$ cat config.mk
export PLATFORM = sky130hd
export DESIGN_NAME = mem_arbiter
export DESIGN_NICKNAME = d
export VERILOG_FILES = /design/src/rtl/rvga_types.sv /design/src/rtl/dff.sv /design/src/rtl/mem_arb_starve.sv /design/src/rtl/mem_arbiter.sv
export SDC_FILE = /design/constraint.sdc
export NUM_CORES = 1
export LEC_CHECK = 0
export CAP_MARGIN = 20
export CORE_ASPECT_RATIO = 1.1
export CORE_MARGIN = 4
export CORE_UTILIZATION = 33
export CTS_CLUSTER_SIZE = 30
export DETAILED_ROUTE_END_ITERATION = 6
export PLACE_DENSITY = 0.84
export SETUP_SLACK_MARGIN = 0.2
export SLEW_MARGIN = 25
export SYNTH_ARGS = -nofsm -noshare
export SYNTH_HDL_FRONTEND = slang
export SYNTH_HIERARCHICAL = 1
export SYNTH_SLANG_ARGS = --single-unit
export TNS_END_PERCENT = 1
$ cat constraint.sdc
create_clock -name clk_i -period 2.1 [get_ports clk_i]
set_input_delay 0.42 -clock clk_i [delete_from_list [all_inputs] [get_ports clk_i]]
set_output_delay 0.42 -clock clk_i [all_outputs]
set_load 0.03 [all_outputs]
$ cat src/rtl/rvga_types.sv
// rtl/rvga_types.sv - shared word type and memory arbiter state encoding
package rvga_types;

   typedef logic [31:0] rvga_word;

   typedef enum logic [1:0] {
      IDLE    = 2'd0,
      BUSY_IF = 2'd1,
      BUSY_DM = 2'd2
   } arb_state_e;

endpackage

$ cat src/rtl/dff.sv
// rtl/dff.sv - plain register with asynchronous active-high clear
module dff #(
   parameter int WIDTH = 1
) (
   input  logic             clk_i,
   input  logic             rst_i,
   input  logic [WIDTH-1:0] d_i,
   output logic [WIDTH-1:0] q_o
);

   // clear to zero on reset, otherwise follow d every rising edge
   always_ff @(posedge clk_i or posedge rst_i) begin
      if (rst_i) q_o <= '0;
      else       q_o <= d_i;
   end

endmodule

$ cat src/rtl/mem_arb_starve.sv
// rtl/mem_arb_starve.sv - counts consecutive data grants while fetch waits
module mem_arb_starve #(
   parameter int starve_limit_p = 4
) (
   input  logic clk_i,
   input  logic rst_i,
   input  logic idle_i,
   input  logic if_req_i,
   input  logic dm_grant_i,
   input  logic if_grant_i,
   output logic starve_o
);

   localparam int CNT_W = ($clog2(starve_limit_p + 1) > 3) ? $clog2(starve_limit_p + 1) : 3;
   localparam logic [CNT_W-1:0] LIMIT = CNT_W'(starve_limit_p);

   logic [CNT_W-1:0] cnt_d;
   logic [CNT_W-1:0] cnt_q;

   // a fetch grant or an idle cycle with no fetch waiting restarts the count;
   // it saturates at the limit so the fetch stays favoured until served
   always_comb begin
      cnt_d = cnt_q;
      if (if_grant_i) begin
         cnt_d = '0;
      end else if (idle_i && !if_req_i) begin
         cnt_d = '0;
      end else if (dm_grant_i && if_req_i && (cnt_q < LIMIT)) begin
         cnt_d = cnt_q + 1'b1;
      end
   end

   dff #(.WIDTH(CNT_W)) u_cnt (.clk_i(clk_i), .rst_i(rst_i), .d_i(cnt_d), .q_o(cnt_q));

   assign starve_o = (cnt_q >= LIMIT);

endmodule

$ cat src/rtl/mem_arbiter.sv
// rtl/mem_arbiter.sv - fetch/data single-port memory arbiter (MEM_ARB_FAIR_EN adds fetch anti-starvation)
module mem_arbiter
   import rvga_types::*;
#(
   parameter int starve_limit_p = 4
) (
   input  logic       clk_i,
   input  logic       rst_i,
   input  logic       if_req_v_i,
   input  rvga_word   if_addr_i,
   output rvga_word   if_rdata_o,
   output logic       if_done_o,
   output logic       if_stall_v_o,
   input  logic       dm_req_v_i,
   input  logic       dm_we_i,
   input  logic [3:0] dm_wmask_i,
   input  rvga_word   dm_addr_i,
   input  rvga_word   dm_wdata_i,
   output rvga_word   dm_rdata_o,
   output logic       dm_done_o,
   output logic       mem_req_v_o,
   output logic       mem_we_o,
   output logic [3:0] mem_wmask_o,
   output rvga_word   mem_addr_o,
   output rvga_word   mem_wdata_o,
   input  rvga_word   mem_rdata_i,
   input  logic       mem_ack_i
);

   if (starve_limit_p < 1) begin : g_bad_limit
      $error("starve_limit_p must be at least 1");
   end

   logic [1:0] state_d, state_q;
   logic       mem_req_v_d, mem_req_v_q;
   logic       mem_we_d, mem_we_q;
   logic [3:0] mem_wmask_d, mem_wmask_q;
   rvga_word   mem_addr_d, mem_addr_q;
   rvga_word   mem_wdata_d, mem_wdata_q;

   logic idle, grant_dm, grant_if, fetch_force;

   assign idle = (state_q == IDLE);

`ifdef MEM_ARB_FAIR_EN
   logic starve;

   mem_arb_starve #(.starve_limit_p(starve_limit_p)) u_starve (
      .clk_i      (clk_i),
      .rst_i      (rst_i),
      .idle_i     (idle),
      .if_req_i   (if_req_v_i),
      .dm_grant_i (grant_dm),
      .if_grant_i (grant_if),
      .starve_o   (starve)
   );

   assign fetch_force = starve & if_req_v_i;
`else
   assign fetch_force = 1'b0;
`endif

   assign grant_dm = idle & dm_req_v_i & ~fetch_force;
   assign grant_if = idle & if_req_v_i & (~dm_req_v_i | fetch_force);

   // arbitrate in IDLE, latch the winner's request, release on memory ack
   always_comb begin
      state_d     = state_q;
      mem_req_v_d = mem_req_v_q;
      mem_we_d    = mem_we_q;
      mem_wmask_d = mem_wmask_q;
      mem_addr_d  = mem_addr_q;
      mem_wdata_d = mem_wdata_q;
      case (state_q)
         IDLE: begin
            if (grant_dm) begin
               state_d     = BUSY_DM;
               mem_req_v_d = 1'b1;
               mem_we_d    = dm_we_i;
               mem_wmask_d = dm_wmask_i;
               mem_addr_d  = dm_addr_i;
               mem_wdata_d = dm_wdata_i;
            end else if (grant_if) begin
               state_d     = BUSY_IF;
               mem_req_v_d = 1'b1;
               mem_we_d    = 1'b0;
               mem_wmask_d = 4'h0;
               mem_addr_d  = if_addr_i;
               mem_wdata_d = '0;
            end
         end
         BUSY_IF, BUSY_DM: begin
            if (mem_ack_i) begin
               state_d     = IDLE;
               mem_req_v_d = 1'b0;
            end
         end
         default: begin
            state_d     = IDLE;
            mem_req_v_d = 1'b0;
         end
      endcase
   end

   dff #(.WIDTH(2))  u_state (.clk_i(clk_i), .rst_i(rst_i), .d_i(state_d),     .q_o(state_q));
   dff #(.WIDTH(1))  u_req_v (.clk_i(clk_i), .rst_i(rst_i), .d_i(mem_req_v_d), .q_o(mem_req_v_q));
   dff #(.WIDTH(1))  u_we    (.clk_i(clk_i), .rst_i(rst_i), .d_i(mem_we_d),    .q_o(mem_we_q));
   dff #(.WIDTH(4))  u_wmask (.clk_i(clk_i), .rst_i(rst_i), .d_i(mem_wmask_d), .q_o(mem_wmask_q));
   dff #(.WIDTH(32)) u_addr  (.clk_i(clk_i), .rst_i(rst_i), .d_i(mem_addr_d),  .q_o(mem_addr_q));
   dff #(.WIDTH(32)) u_wdata (.clk_i(clk_i), .rst_i(rst_i), .d_i(mem_wdata_d), .q_o(mem_wdata_q));

   assign mem_req_v_o = mem_req_v_q;
   assign mem_we_o    = mem_we_q;
   assign mem_wmask_o = mem_wmask_q;
   assign mem_addr_o  = mem_addr_q;
   assign mem_wdata_o = mem_wdata_q;

   // completion is combinational on ack; reset clears state so no pulse escapes
   assign if_done_o    = (state_q == BUSY_IF) & mem_ack_i & ~rst_i;
   assign dm_done_o    = (state_q == BUSY_DM) & mem_ack_i & ~rst_i;
   assign if_rdata_o   = if_done_o ? mem_rdata_i : '0;
   assign dm_rdata_o   = (dm_done_o & ~mem_we_q) ? mem_rdata_i : '0;
   assign if_stall_v_o = if_req_v_i & ~if_done_o;

endmodule

[After elaboration in Yosys (flattened, before gate mapping)]
Cells that the tools add are included.
Word-level totals
  bits in registers: 72
  bits of input ports: 138
  output and inout bits: 137
Operators by class
  equal/unequal tests: 4
  mux-type cells: 18
  bitwise operators: 13
  reduce and logical (&&, ||, !) cells: 5
Operators with widths (count)
  32-bit 2-to-1 mux: 6
  1-bit AND: 9
  4-bit 2-to-1 mux: 2
  2-bit 2-to-1 mux: 3
  1-bit 2-to-1 mux: 5
  1-bit inverter: 4
  2-bit one-hot mux with 2 select lines: 1
  2-bit AND reduction: 2
  3-bit by 1-bit inequality test with 1-bit output, second input constant: 1
  2-bit by 1-bit == test with 1-bit output, second input constant: 1
  2-bit == test, second input constant: 1
  2-bit zero test: 1
  2-bit inequality test, second input constant: 1
  1-bit one-hot mux with 2 select lines: 1
  2-bit nonzero test: 1
  2-bit OR reduction: 1

[Depth between registers and ports, before layout]
  word-level depth: 6
  gate-level depth with buffers: 8
  mapped depth without buffers: 5

[By module]
The synthesis kept the hierarchy.
By module, submodules not included
  dff at u_addr ...: times used 2, cells each 33, area each 804.5 um^2, seq. area each 800.8 um^2
  mem_arbiter: times used 1, cells each 251, area each 1552.7 um^2, seq. area each 0.0 um^2
  dff at u_wmask: times used 1, cells each 5, area each 103.8 um^2, seq. area each 100.1 um^2
  dff at u_req_v ...: times used 2, cells each 2, area each 28.8 um^2, seq. area each 25.0 um^2
  dff at u_state: times used 1, cells each 3, area each 53.8 um^2, seq. area each 50.0 um^2

[Least setup slack after synthesis]
No wires, ideal clock.
  path kind: register to output
  from: reg u_state.q_o[1]
  to: out if_rdata_o[22]
  data arrival time: 1.473 ns
  required time: 1.680 ns
  setup slack: 0.207 ns
  stages on the path, launching flop included: 7
  path through: dfrtp_1 > inv_1 > ha_1 > nand2_1 > nor2_1 > buf_2 > and2_1
On the way
  word-level cells in the longest chain between the ends: 4
Ends and longest elaborated chain
  start, declared: RTL line dff.sv:8  | output logic [WIDTH-1:0] q_o
  start signal, assigned: RTL line dff.sv:14  | else q_o <= d_i;
  2-bit by 1-bit == test with 1-bit output: RTL line mem_arbiter.sv:119  | assign if_done_o = (state_q == BUSY_IF) & mem_ack_i & ~rst_i;
  1-bit AND (2 in a row): RTL line mem_arbiter.sv:119
  via if_done_o: RTL line mem_arbiter.sv:12  | output logic if_done_o,
  32-bit 2-to-1 mux: RTL line mem_arbiter.sv:121  | assign if_rdata_o = if_done_o ? mem_rdata_i : '0;
  end, declared: RTL line mem_arbiter.sv:11  | output rvga_word if_rdata_o,
The timed path passes the listed nets, and every way through them passes these cells.

[Final worst setup path]
  from: reg u_state.q_o[1]
  to: out dm_rdata_o[13]
On the way
  word-level cells in the longest chain between the ends: 5
Ends and longest elaborated chain
  2-bit == test: RTL line mem_arbiter.sv:120  | assign dm_done_o = (state_q == BUSY_DM) & mem_ack_i & ~rst_i;
  1-bit AND (2 in a row): RTL line mem_arbiter.sv:120
  1-bit AND: RTL line mem_arbiter.sv:122  | assign dm_rdata_o = (dm_done_o & ~mem_we_q) ? mem_rdata_i : '0;
  32-bit 2-to-1 mux: RTL line mem_arbiter.sv:122
  end, declared: RTL line mem_arbiter.sv:19  | output rvga_word dm_rdata_o,
Every way passes these cells.

==> out/results.ini <==
[outcome]
status = finished, violations left
violations = setup timing

[place]
io_buffers = 274
dp_hpwl_um = 9928
place_congestion = 0.8439
placed_cells = 708

[timing]
setup-tns-final_ns = -2.640
finalWorstSetupSlack_ns = -0.07762
worst_pin_slew_ns = 0.4080
hold_viol_final = 0
rsz0062_at_grt = yes
fmax_mhz = 459.2
period_minus_slack_ns = 2.178
slew_headroom_pct = 72.80
finalMaxSlewViolations = 0
period_share_pct = 103.7
skew_ns = 0.008776
setup-violations-final = 62

[cells_and_area]
layoutNonFillerInstCount = 734
drive_gt1_share_pct = 25.45
area_growth_pct = 102.2
finish.utilization_pct = 68.71
nets = 750

[route]
wl_um = 14100
route.detailed.wl_per_inst_um = 19.21
via_per_inst = 5.025
antenna_left = 0
firstDrtPassIters = 4
vias = 3688
drt_iter0_markers = 126
drc_errors = 0

[global_route]
grt_max_degree = 44
grt_pass1_vias = 3865
grt_util_all_layers_pct = 22.39
antenna_found_initial = 2
grt_pass1_wl_um = 20880
grt_overflow = 0

[worst_setup_path]
critical_path.top_delay_family = flip-flops
startpoint_type = register
path_buf_inv = 3
cp_cell_sequence = ha_4 -> nand2_4 -> nor3_4 -> buf_6 -> buf_6 -> and2_4 -> buf_6
critPathMostFrequentCell = buf_6
arrival_ns = 1.76
end_kind = output port
crit_slowest_cell = dfrtp_1
path_class = reg -> out
worstPathMaxFanout = 8
cpPeakStageDelay_ns = 0.44
cp.required_ns = 1.68

[clocking]
cts_buffers = 9
root_buffer = clkbuf_8
cts_max_level = 3
clk_path_buf_depth = 2
cts.sinks = 72
insertion_delay_ns = 0.34
path_clk_slew_ns = 0.07
cts_tree = done
holdBufCountCts = 0

[floorplanning]
io_pins = 275
die-area_sq_um = 11920
core-area_sq_um = 9937
die_w_um = 104.5
row_count = 38
dieHeight_um = 114.1
initial_core_util_pct = 33.98

[logic_synthesis]
ys_ff_latch = 72
synth_common_cells = 72 x dfrtp_1, 68 x nand2_1, 65 x and2_1
synth_top_area_share_pct = 53.35
synth_compound_area_share_pct = 19.04
yosysMostFrequentCell = dfrtp_1
synth-adder-area-share_pct = 1.482
synth_area_per_cell_sq_um = 10.26
yosys.area_share.simple_pct = 20.86
async_reset_ff_share_pct = 100.0
ys_seq_area_share_pct = 53.35
synth_edf_count = 0
synth_top_family_by_area = simple AND/OR/NAND/NOR gates
synth_cell_type_count = 18
yosysWarnings = 6
synthMuxAreaShare_pct = 0
synth_nets = 471
synth-xor-area-share_pct = 0
netlist_area_sq_um = 3377
yosys.area.top_type = dfrtp_1
dominantRegCellSynth = dfrtp_1
synth_cells = 329
synth.area.top_cells = dfrtp_1 53%, and2_1 12%, a22o_1 9.6%

[pwr]
ir_drop_mv = 0.8869
finalPower_mw = 8.904
power.density_nw_per_um2 = 1304
leakage_nw = 3.126

[job]
drv_cap = 0

[hold_path]
min-delay-path-class = in -> async

path summary, 6_finish.rpt:
path                       slack, ns  cells after the start                      from                       end
min                             0.26                      3                     rst_i        u_we/q_o$_DFF_PP0_
max in group asynchronous       1.30                      4                     rst_i  u_addr/q_o[13]$_DFF_PP0_
min in group clk_i              0.47                      2  u_addr/q_o[14]$_DFF_PP0_  u_addr/q_o[14]$_DFF_PP0_
max reg2reg                     0.36                      7  u_state/q_o[0]$_DFF_PP0_   u_addr/q_o[1]$_DFF_PP0_
min reg2reg                     0.47                      2  u_addr/q_o[14]$_DFF_PP0_  u_addr/q_o[14]$_DFF_PP0_
max                            -0.08                      7  u_state/q_o[1]$_DFF_PP0_            dm_rdata_o[13]
flip-flops by register name (all words and copies together), names as in the netlist:
signal / flops
u_state/q_o: 2
u_addr/q_o: 32
u_wdata/q_o: 32
u_we/q_o: 1
u_req_v/q_o: 1
u_wmask/q_o: 4
cells in the final DEF (no fill, tap or decap):
cell,Yosys,final
nand2_4,0,1
inv_2,0,2
ha_1,4,3
nor2_4,0,1
buf_6,2,68
clkbuf_8,0,10
and2_2,0,1
clkdlybuf4s50_1,0,204
a32oi_1,32,32
nor2b_2,0,2
inv_1,8,6
clkbuf_16,0,1
ha_4,0,1
nor2_1,2,1
o21ai_4,0,1
dlymetal6s2s_1,0,1
nand2_2,0,1
buf_12,0,4
and2_1,65,25
clkinv_2,0,3
and2_4,0,39
buf_4,0,16
a22o_1,37,37
diode_2,0,1
dlygate4sd2_1,0,2
o21ai_0,2,2
dfrtp_1,72,72
a21oi_1,3,3
bufinv_16,0,2
nor3_4,0,1
nor2b_1,4,2
buf_8,0,1
clkinvlp_4,0,1
nand2_1,68,66
o21ai_1,1,1
timing repair:
action / in CTS / in global routing
gates resized for setup: 97 / 28
pin swaps: 13 / 9
setup endpoints to repair: 67 / 67
buffers inserted: 5 / 0
gates cloned: 3 / 1
where the power goes:
part	leakage (nW)	switching, mW	internal, mW
clock network	0.112	0.516	0.695
logic	2.11	2.95	2.27
registers	0.903	0.408	2.07
total	3.13	3.87	5.03
logic make-up after synthesis:
kind of cell	after synthesis
buffers and inverters	37
adders and majority gates	4
and+or+nand+nor	140
AOI/OAI and AO/OA	76
DFF	72
per-stage QoR:
stage / setup slack, ns / hold slack, ns / area (sq um)
floorplan: 0.2069 / 0.1487 / 3377
global placement: 0.03839 / 0.4577 / 6121
detailed placement: 0.004376 / 0.4608 / 6121
CTS: -0.04424 / 0.4792 / 6728
global route: -0.1802 / 0.2549 / 6828
finish: -0.07762 / 0.2557 / 6828
worst register-to-register path: stages, from the launching register on:
cell     delay [ns]
dfrtp_1        0.37
inv_2          0.06
buf_4          0.13
ha_1           0.27
and2_2         0.21
buf_4          0.24
a32oi_1        0.27
nand2_1        0.08
metal layers:
layer  GRT usage [%]  up-vias  wire length, um  share of wire [%]
li1                -     1702                -                  -
met1           23.86     1761             5038                 36
met2           41.60      197             7570                 54
met3           5.640       28             1070                7.6
met4           10.28        0              424                3.0
met5               0        -                0                  0
final cells by class:
type,count,area (sq um)
Fill cell,718,3109
Antenna cell,1,2.502
Sequential cell,72,1802
Multi-Input combinational cell,220,1545
Clock inverter,6,82.58
Timing Repair Buffer,297,3078
Clock buffer,10,137.6
Inverter,8,30.03
Tap cell,120,150.1
Note: power is estimated with default switching activity, not from simulation.
